## src/rtl/fu_cdb_arbiter.sv

```systemverilog
// Shares one CDB write port between NUM_REQ multi-cycle FUs using reserved per-requester result FIFOs.
// Define FU_CDB_ARB_FIXED_PRIO_EN to use lowest-index-wins arbitration instead of round-robin.
module fu_cdb_arbiter #(
    parameter int NUM_REQ = 4,
    parameter int DEPTH   = 2,
    parameter int DATA_W  = 64
) (
    input  logic                       clk,
    input  logic                       rst,
    input  logic                       flush,
    input  logic [NUM_REQ-1:0]         issue,
    input  logic [NUM_REQ-1:0]         fu_valid,
    input  logic [NUM_REQ*DATA_W-1:0]  fu_data,
    output logic [NUM_REQ-1:0]         fu_ready,
    output logic                       cdb_valid,
    output logic [DATA_W-1:0]          cdb_data,
    output logic [$clog2(NUM_REQ)-1:0] cdb_src,
    output logic                       proto_err
);

    localparam int SRC_W = $clog2(NUM_REQ);
    localparam int PTR_W = (DEPTH > 1) ? $clog2(DEPTH) : 1;
    localparam int CNT_W = $clog2(DEPTH + 1);
    localparam logic [CNT_W-1:0] CNT_FULL = CNT_W'(DEPTH);

    logic [DATA_W-1:0] mem    [NUM_REQ][DEPTH];
    logic [PTR_W-1:0]  wr_ptr [NUM_REQ];
    logic [PTR_W-1:0]  rd_ptr [NUM_REQ];
    logic [CNT_W-1:0]  cnt    [NUM_REQ];
    logic [CNT_W-1:0]  res    [NUM_REQ];

    logic [NUM_REQ-1:0] take;
    logic [NUM_REQ-1:0] consume;
    logic [NUM_REQ-1:0] push;
    logic [NUM_REQ-1:0] pop;
    logic [NUM_REQ-1:0] bad_issue;
    logic [NUM_REQ-1:0] bad_valid;
    logic               gnt_valid;
    logic [SRC_W-1:0]   gnt_idx;

    function automatic logic [PTR_W-1:0] ptr_inc(input logic [PTR_W-1:0] p);
        return (p == PTR_W'(DEPTH - 1)) ? '0 : p + 1'b1;
    endfunction

`ifdef FU_CDB_ARB_FIXED_PRIO_EN
`else
    // Index of the last winner; the search starts one past it.
    logic [SRC_W-1:0] rr;

    always_ff @(posedge clk) begin
        if (rst) begin
            rr <= SRC_W'(NUM_REQ - 1);
        end else if (cdb_valid) begin
            rr <= gnt_idx;
        end
    end
`endif

    // Issue gating counts both buffered and still-in-flight results.
    always_comb begin
        for (int i = 0; i < NUM_REQ; i++) begin
            fu_ready[i] = ({1'b0, cnt[i]} + {1'b0, res[i]}) < (CNT_W + 1)'(DEPTH);
        end
    end

    always_comb begin
        for (int i = 0; i < NUM_REQ; i++) begin
            take[i]      = !flush && issue[i] && fu_ready[i];
            // A result arriving with its own same-cycle issue consumes that new reservation.
            consume[i]   = !flush && fu_valid[i] && (res[i] != '0 || (issue[i] && fu_ready[i]));
            push[i]      = !flush && fu_valid[i] && (cnt[i] != CNT_FULL || pop[i]);
            bad_issue[i] = !flush && issue[i] && !fu_ready[i];
            bad_valid[i] = !flush && fu_valid[i] && (res[i] == '0) && !issue[i];
        end
    end

    always_comb begin
        int idx;
        // NOTE: every combinational output gets a default before the search so no latch is inferred.
        gnt_valid = 1'b0;
        gnt_idx   = '0;
        idx       = 0;
        for (int k = 0; k < NUM_REQ; k++) begin
`ifdef FU_CDB_ARB_FIXED_PRIO_EN
            idx = k;
`else
            idx = (int'(rr) + 1 + k) % NUM_REQ;
`endif
            if (!gnt_valid && cnt[SRC_W'(idx)] != '0) begin
                gnt_valid = 1'b1;
                gnt_idx   = SRC_W'(idx);
            end
        end
    end

    always_comb begin
        cdb_valid = gnt_valid && !flush;
        cdb_src   = cdb_valid ? gnt_idx : '0;
        cdb_data  = cdb_valid ? mem[gnt_idx][rd_ptr[gnt_idx]] : '0;
        for (int i = 0; i < NUM_REQ; i++) begin
            pop[i] = cdb_valid && (gnt_idx == SRC_W'(i));
        end
    end

    // NOTE: state registers use non-blocking assignments so every process sees pre-edge values.
    always_ff @(posedge clk) begin
        if (rst || flush) begin
            for (int i = 0; i < NUM_REQ; i++) begin
                wr_ptr[i] <= '0;
                rd_ptr[i] <= '0;
                cnt[i]    <= '0;
                res[i]    <= '0;
            end
        end else begin
            for (int i = 0; i < NUM_REQ; i++) begin
                if (push[i]) begin
                    wr_ptr[i] <= ptr_inc(wr_ptr[i]);
                end
                if (pop[i]) begin
                    rd_ptr[i] <= ptr_inc(rd_ptr[i]);
                end
                if (push[i] && !pop[i]) begin
                    cnt[i] <= cnt[i] + 1'b1;
                end else if (pop[i] && !push[i]) begin
                    cnt[i] <= cnt[i] - 1'b1;
                end
                if (take[i] && !consume[i]) begin
                    res[i] <= res[i] + 1'b1;
                end else if (consume[i] && !take[i]) begin
                    res[i] <= res[i] - 1'b1;
                end
            end
        end
    end

    // NOTE: payload storage has no reset; occupancy and pointers gate every read of it.
    always_ff @(posedge clk) begin
        for (int i = 0; i < NUM_REQ; i++) begin
            if (push[i]) begin
                mem[i][wr_ptr[i]] <= fu_data[i*DATA_W +: DATA_W];
            end
        end
    end

    always_ff @(posedge clk) begin
        if (rst) begin
            proto_err <= 1'b0;
        end else if (|(bad_issue | bad_valid)) begin
            proto_err <= 1'b1;
        end
    end

endmodule

```

## config.mk

```make
export PLATFORM = sky130hd
export DESIGN_NAME = fu_cdb_arbiter
export DESIGN_NICKNAME = d
export VERILOG_FILES = /design/src/rtl/fu_cdb_arbiter.sv
export SDC_FILE = /design/constraint.sdc
export NUM_CORES = 1
export LEC_CHECK = 0
export CORE_UTILIZATION = 35
export DETAILED_ROUTE_END_ITERATION = 6
export PLACE_DENSITY = 0.55
export SLEW_MARGIN = 5
export SYNTH_ARGS = -nofsm -noshare
export SYNTH_HDL_FRONTEND = slang
export SYNTH_SLANG_ARGS = --single-unit
```

## constraint.sdc

```tcl
create_clock -name clk -period 7.88 [get_ports clk]
set_clock_uncertainty 0.15 [all_clocks]
set_input_delay 1.576 -clock clk [delete_from_list [all_inputs] [get_ports clk]]
set_output_delay 1.576 -clock clk [all_outputs]
set_load 0.02 [all_outputs]
```

==> flow_summary.ini, run 1 <==
[setup_path]
crit_arrival_ns = 5.06
cpMaxStageDelayCell = buf_4
path_cells = or2_2, o211ai_1, buf_4, o311ai_0, nor4_2, buf_4, o2111ai_1, a21oi_1, clkdlybuf4s50_1
critical_path_class = reg2out
critPathLaunchType = flop
crit_top_cell = buf_4
path_max_fanout = 66
worstSetupEndpointType = primary output
crit_required_ns = 6.15
worst_path_largest_cell_delay_ns = 0.88

[final_layout]
drive_gt1_frac = 0.0698
area_growth_pct = 26.7
final_util = 0.448
nFillCells = 5634
final_cell_mix = edfxtp_1 (536), clkdlybuf4s50_1 (338), o22ai_1 (129)
final_common_cell = edfxtp_1
nets = 2090

[route]
drt_iter0_drc = 1379
antenna_left = 0
firstDrtPassIters = 5
detail_route.vias_per_cell = 5.73
vias = 15547
wirelength_um = 71000
drc = 0
wire_per_inst_um = 26.2

[placement]
dpl.hpwl_um = 43500
port_buffers = 338
gp_congestion = 0.890

[clocking]
post_cts_resized = 0
htreeDepth = 2
clkSinkCount = 539
clk_latency_ns = 0.61
cts_buffer_depth = 3
cts_buffers = 55
cts_setup_buffers = 0
holdBufCountCts = 0
cts-root-buf = clkbuf_16
clk_pin_slew_ns = 0.06
cts_tree = built

[yosys]
async_reset_ff_frac = 0
yosys-top-cells-area = edfxtp_1 (72%), o22a_1 (5.0%), o22ai_1 (3.6%), o2111ai_1 (2.6%), o221ai_1 (2.5%)
ys_seq_area_frac = 0.724
ys_types = 55
postSynthNetCount = 1795
syn_area_sq_mm = 0.0223
syn-instance-count = 1522
yosys.area.top_type_share = 0.721
synth_flop_cell = edfxtp_1
yosys_register_bits = 539
synth_area_per_cell_sq_um = 14.7
yosysWarnings = 0
synth-edff-count = 536
synth_area_leader_cell = edfxtp_1

[die]
initial_core_util = 0.354
die_y_um = 254
dieArea_sq_mm = 0.0648
core-area_sq_mm = 0.0631
dieWidth_um = 254
num_io_pins = 339
fp-row-count = 92

[timing]
worstMarginPinSlew_ns = 1.16
setup_violations = 0
maxSlewViolCount = 0
rsz0062_at_grt = no
timing.fmax_mhz = 147
fin_crit_sh = 0.861
period_needed_ns = 6.79
hold_violations = 0
relSlewSlack = 0.226
tns_ns = 0

[power]
p_leak_nw = 8.65
p_total_w = 0.00834
vdd_drop_max_mv = 0.235
power.density_mw_per_mm2 = 295

[min_path]
hp-class = reg2reg

[grt]
grt_start_max_net_pins = 84
grt_pass1_vias = 15870
grt_usage = 0.217
globalRouteMet1Util = 0.298
grt_pass1_wl_um = 103000
antenna_found_initial = 7
globalRouteMet2Util = 0.358
grt-busiest-layer = met2
use_met3 = 0.0359
overflow = 0

[status]
status = finished clean

[run]
max_cap_violations = 0
==> layout make-up <==
cell class | count | area [sq um] | area share
flip-flops and latches | 539 | 16200 | 0.572
multi-input cells | 833 | 5660 | 0.200
repair buffers | 367 | 3660 | 0.130
clock buffers | 65 | 1410 | 0.0500
well taps | 846 | 1060 | 0.0375
clock inverters | 37 | 228 | 0.00806
inverters | 21 | 78.8 | 0.00279
diodes | 3 | 7.51 | 0.000266
==> worst max-delay path, delay by kind of cell (launching register included) <==
kind | cells | cell delay, ns
DFF | 1 | 0.51
AOI/OAI and AO/OA | 4 | 0.98
buffers and inverters | 3 | 2.16
and+or+nand+nor | 2 | 0.73
==> cell usage after synthesis, types with 2 or more instances <==
cell,count
edfxtp_1,536
o22ai_1,129
o22a_1,128
clkbuf_1,94
nor2_1,86
a21oi_1,76
nor3_1,75
or3_1,70
o2111ai_1,65
o221ai_1,64
nand2_1,23
buf_1,21
inv_1,21
nand3_1,15
o21ai_0,10
o211ai_1,8
a211oi_1,7
buf_2,7
buf_6,7
nor4_1,7
and2_1,6
nand4_1,6
or2_2,6
fa_1,4
nand2b_1,4
dfxtp_1,3
nor3b_1,3
o21a_1,3
o21bai_1,3
and3_1,2
ha_1,2
nand3b_1,2
nor2b_1,2
o21ai_1,2
o21ba_2,2
or2_1,2
or4_1,2
xnor2_1,2
==> cell families (layout without fill, tap and decap cells) <==
kind of cell / Yosys count / after routing / synth area share
AOI/OAI and AO/OA: 507 / 507 / 0.169
xor gates and xnor gates: 2 / 2 / 0.000785
adders and majority gates: 6 / 6 / 0.00471
buffers and inverters: 150 / 490 / 0.0280
DFF: 539 / 539 / 0.724
muxes: 2 / 2 / 0.000953
other: 0 / 3 / 0
and+or+nand+nor: 316 / 316 / 0.0725
==> sequential cells by signal, summed over array words and instances (netlist names) <==
register,cells
wr_ptr,4
rr,2
res,8
rd_ptr,4
proto_err,1
mem,512
cnt,8
==> path summary, 6_finish.rpt <==
path                   from           end  slack [ns]  cells after the start
setup / recovery  cnt[2][1]  cdb_data[59]        1.09                      9
hold reg to reg   proto_err     proto_err        0.33                      2
setup reg to reg  cnt[1][0]    mem[1][69]        2.86                     10
hold / removal    proto_err     proto_err        0.33                      2
==> through the flow <==
| stage | instance area [sq um] | instances | worst slack (ns) | hold WS (ns) |
|---|---|---|---|---|
| finish | 28300 | 2711 | 1.09 | 0.329 |
| global route | 28300 | 2708 | 0.780 | 0.394 |
| CTS | 28300 | 2708 | 1.06 | 0.334 |
| detailed placement | 26600 | 2606 | 1.66 | 0.321 |
| global placement | 26600 | 2606 | 1.73 | 0.309 |
| floorplan | 22300 | 1522 | 1.43 | 0.390 |
==> where the power goes <==
part / internal, W / switching (W)
sequential: 0.00331 / 0.0000700
clock: 0.00131 / 0.00110
combinational: 0.000987 / 0.00156
total: 0.00561 / 0.00273
==> per-layer routing <==
metal  up-vias  share of wire
li1       6915              -
met1      7973           0.43
met2       553           0.49
met3        98          0.065
met4         8          0.019
met5         -        0.00073
(Power assumes the default switching activity.)
==> run 2: changes to the inputs <==
--- a/config.mk
+++ b/config.mk
@@ -8,7 +8,7 @@
 export CORE_UTILIZATION = 35
 export DETAILED_ROUTE_END_ITERATION = 6
 export PLACE_DENSITY = 0.55
-export SLEW_MARGIN = 5
+export SLEW_MARGIN = 20
 export SYNTH_ARGS = -nofsm -noshare
 export SYNTH_HDL_FRONTEND = slang
 export SYNTH_SLANG_ARGS = --single-unit
==> constraint.sdc (replaced) <==
create_clock -name clk -period 5.7 [get_ports clk]
set_clock_uncertainty 0.15 [all_clocks]
set_input_delay 1.14 -clock clk [delete_from_list [all_inputs] [get_ports clk]]
set_output_delay 1.14 -clock clk [all_outputs]
set_load 0.02 [all_outputs]
==> flow_summary.ini, run 2 (same netlist as run 1, synthesis figures left out) <==
[status]
status = finished clean

[clocking]
clk_pin_slew_ns = 0.06
cts_buffer_depth = 3
cts_setup_buffers = 0
clkSinkCount = 539
clk_latency_ns = 0.61
cts_buffers = 59
cts-root-buf = clkbuf_16
htreeDepth = 2
cts_tree = built

[route]
wire_per_inst_um = 26.3
wirelength_um = 71900
antenna_left = 0
drt_iter0_drc = 1374
drc = 0
firstDrtPassIters = 6
detail_route.vias_per_cell = 5.74
vias = 15656

[grt]
overflow = 0
use_met3 = 0.0393
grt_pass1_vias = 15771
grt_usage = 0.215
antenna_found_initial = 12
globalRouteMet1Util = 0.284
grt_start_max_net_pins = 69
grt_pass1_wl_um = 102000
grt-busiest-layer = met2
globalRouteMet2Util = 0.361

[setup_path]
worstSetupEndpointType = primary output
crit_required_ns = 4.41
critPathLaunchType = flop
path_max_fanout = 31
critical_path_class = reg2out
crit_arrival_ns = 4.25

[power]
p_leak_nw = 8.91
vdd_drop_max_mv = 0.274
p_total_w = 0.0121
power.density_mw_per_mm2 = 420

[timing]
relSlewSlack = 0.264
fin_crit_sh = 0.972
setup_violations = 0
timing.fmax_mhz = 181
worstMarginPinSlew_ns = 1.10
maxSlewViolCount = 0
period_needed_ns = 5.54
hold_violations = 0

[die]
dieWidth_um = 254
fp-row-count = 92
die_y_um = 254
num_io_pins = 339
core-area_sq_mm = 0.0631
dieArea_sq_mm = 0.0648
initial_core_util = 0.354

[final_layout]
largest_reg_flops = 512
area_growth_pct = 29.1
drive_gt1_frac = 0.0819
nFillCells = 5628
nets = 2106
final_cell_mix = edfxtp_1 (536), clkdlybuf4s50_1 (337), o22ai_1 (129)
final_common_cell = edfxtp_1
stdcell_area_sq_mm = 0.0288

[run]
max_cap_violations = 0

[placement]
dpl.hpwl_um = 42800
placed_cell_area_sq_mm = 0.0268
gp_congestion = 0.864
port_buffers = 338

[min_path]
hp-class = reg2reg
## run 2: cell types whose count changed in the layout (fill, tap and decap cells not counted), moves of 2 or more
cell	change
buf_12	+12
clkinv_1	-11
bufinv_16	+6
clkbuf_1	+6
clkbuf_16	+5
clkinv_4	+2
inv_6	-2
## run 2: area by class of cell
cell class | instances | area, sq um | share of cell area
flip-flops and latches | 539 | 16200 | 0.561
multi-input cells | 834 | 5670 | 0.197
repair buffers | 378 | 3900 | 0.135
clock buffers | 76 | 1560 | 0.0542
well taps | 846 | 1060 | 0.0368
clock inverters | 32 | 369 | 0.0128
inverters | 21 | 78.8 | 0.00274
diodes | 2 | 5.00 | 0.000174
## run 2: worst paths after layout
check | from | endpoint | slack (ns) | depth (start not counted)
hold / removal | proto_err | proto_err | 0.33 | 2
setup reg to reg | cnt[3][1] | mem[0][115] | 1.65 | 9
setup / recovery | rr[1] | cdb_data[9] | 0.16 | 8
hold reg to reg | proto_err | proto_err | 0.33 | 2
## run 2: metrics by stage
step,setup slack (ns),util,setup TNS (ns),std cells,hold slack (ns)
2_1_floorplan,-0.319,-,-41.13,1522,0.390
3_3_place_gp,0.781,0.425,0,2616,0.304
3_5_place_dp,0.704,0.425,0,2616,0.323
4_1_cts,0.0606,0.456,0,2724,0.336
5_1_grt,-0.0234,0.456,-0.0234,2727,0.374
6_report,0.162,0.456,0,2728,0.329
## run 2: per-layer routing
metal,share of wire,wire (um)
met4,0.022,1590
met3,0.076,5440
met1,0.42,29900
met2,0.48,34800
met5,0.0015,110
## run 2: power by group
group          total [W]  internal [W]  switching, W
combinational    0.00360       0.00144       0.00216
clock            0.00382       0.00225       0.00158
sequential       0.00467       0.00457     0.0000957
total             0.0121       0.00826       0.00384
## run 2: critical path, cell delays in order, from the launching register on
cell,delay [ns]
dfxtp_1,0.52
inv_1,0.16
o21ai_1,0.49
and2_4,0.61
buf_4,0.44
o22ai_1,0.14
or3_1,0.36
a21oi_1,0.24
clkdlybuf4s50_1,0.65
## run 2: what timing repair did
action                                  4_1_cts  5_1_grt
hold buffers                                  0        0
endpoints found under the setup margin        0        2
gates resized for setup                       0        3
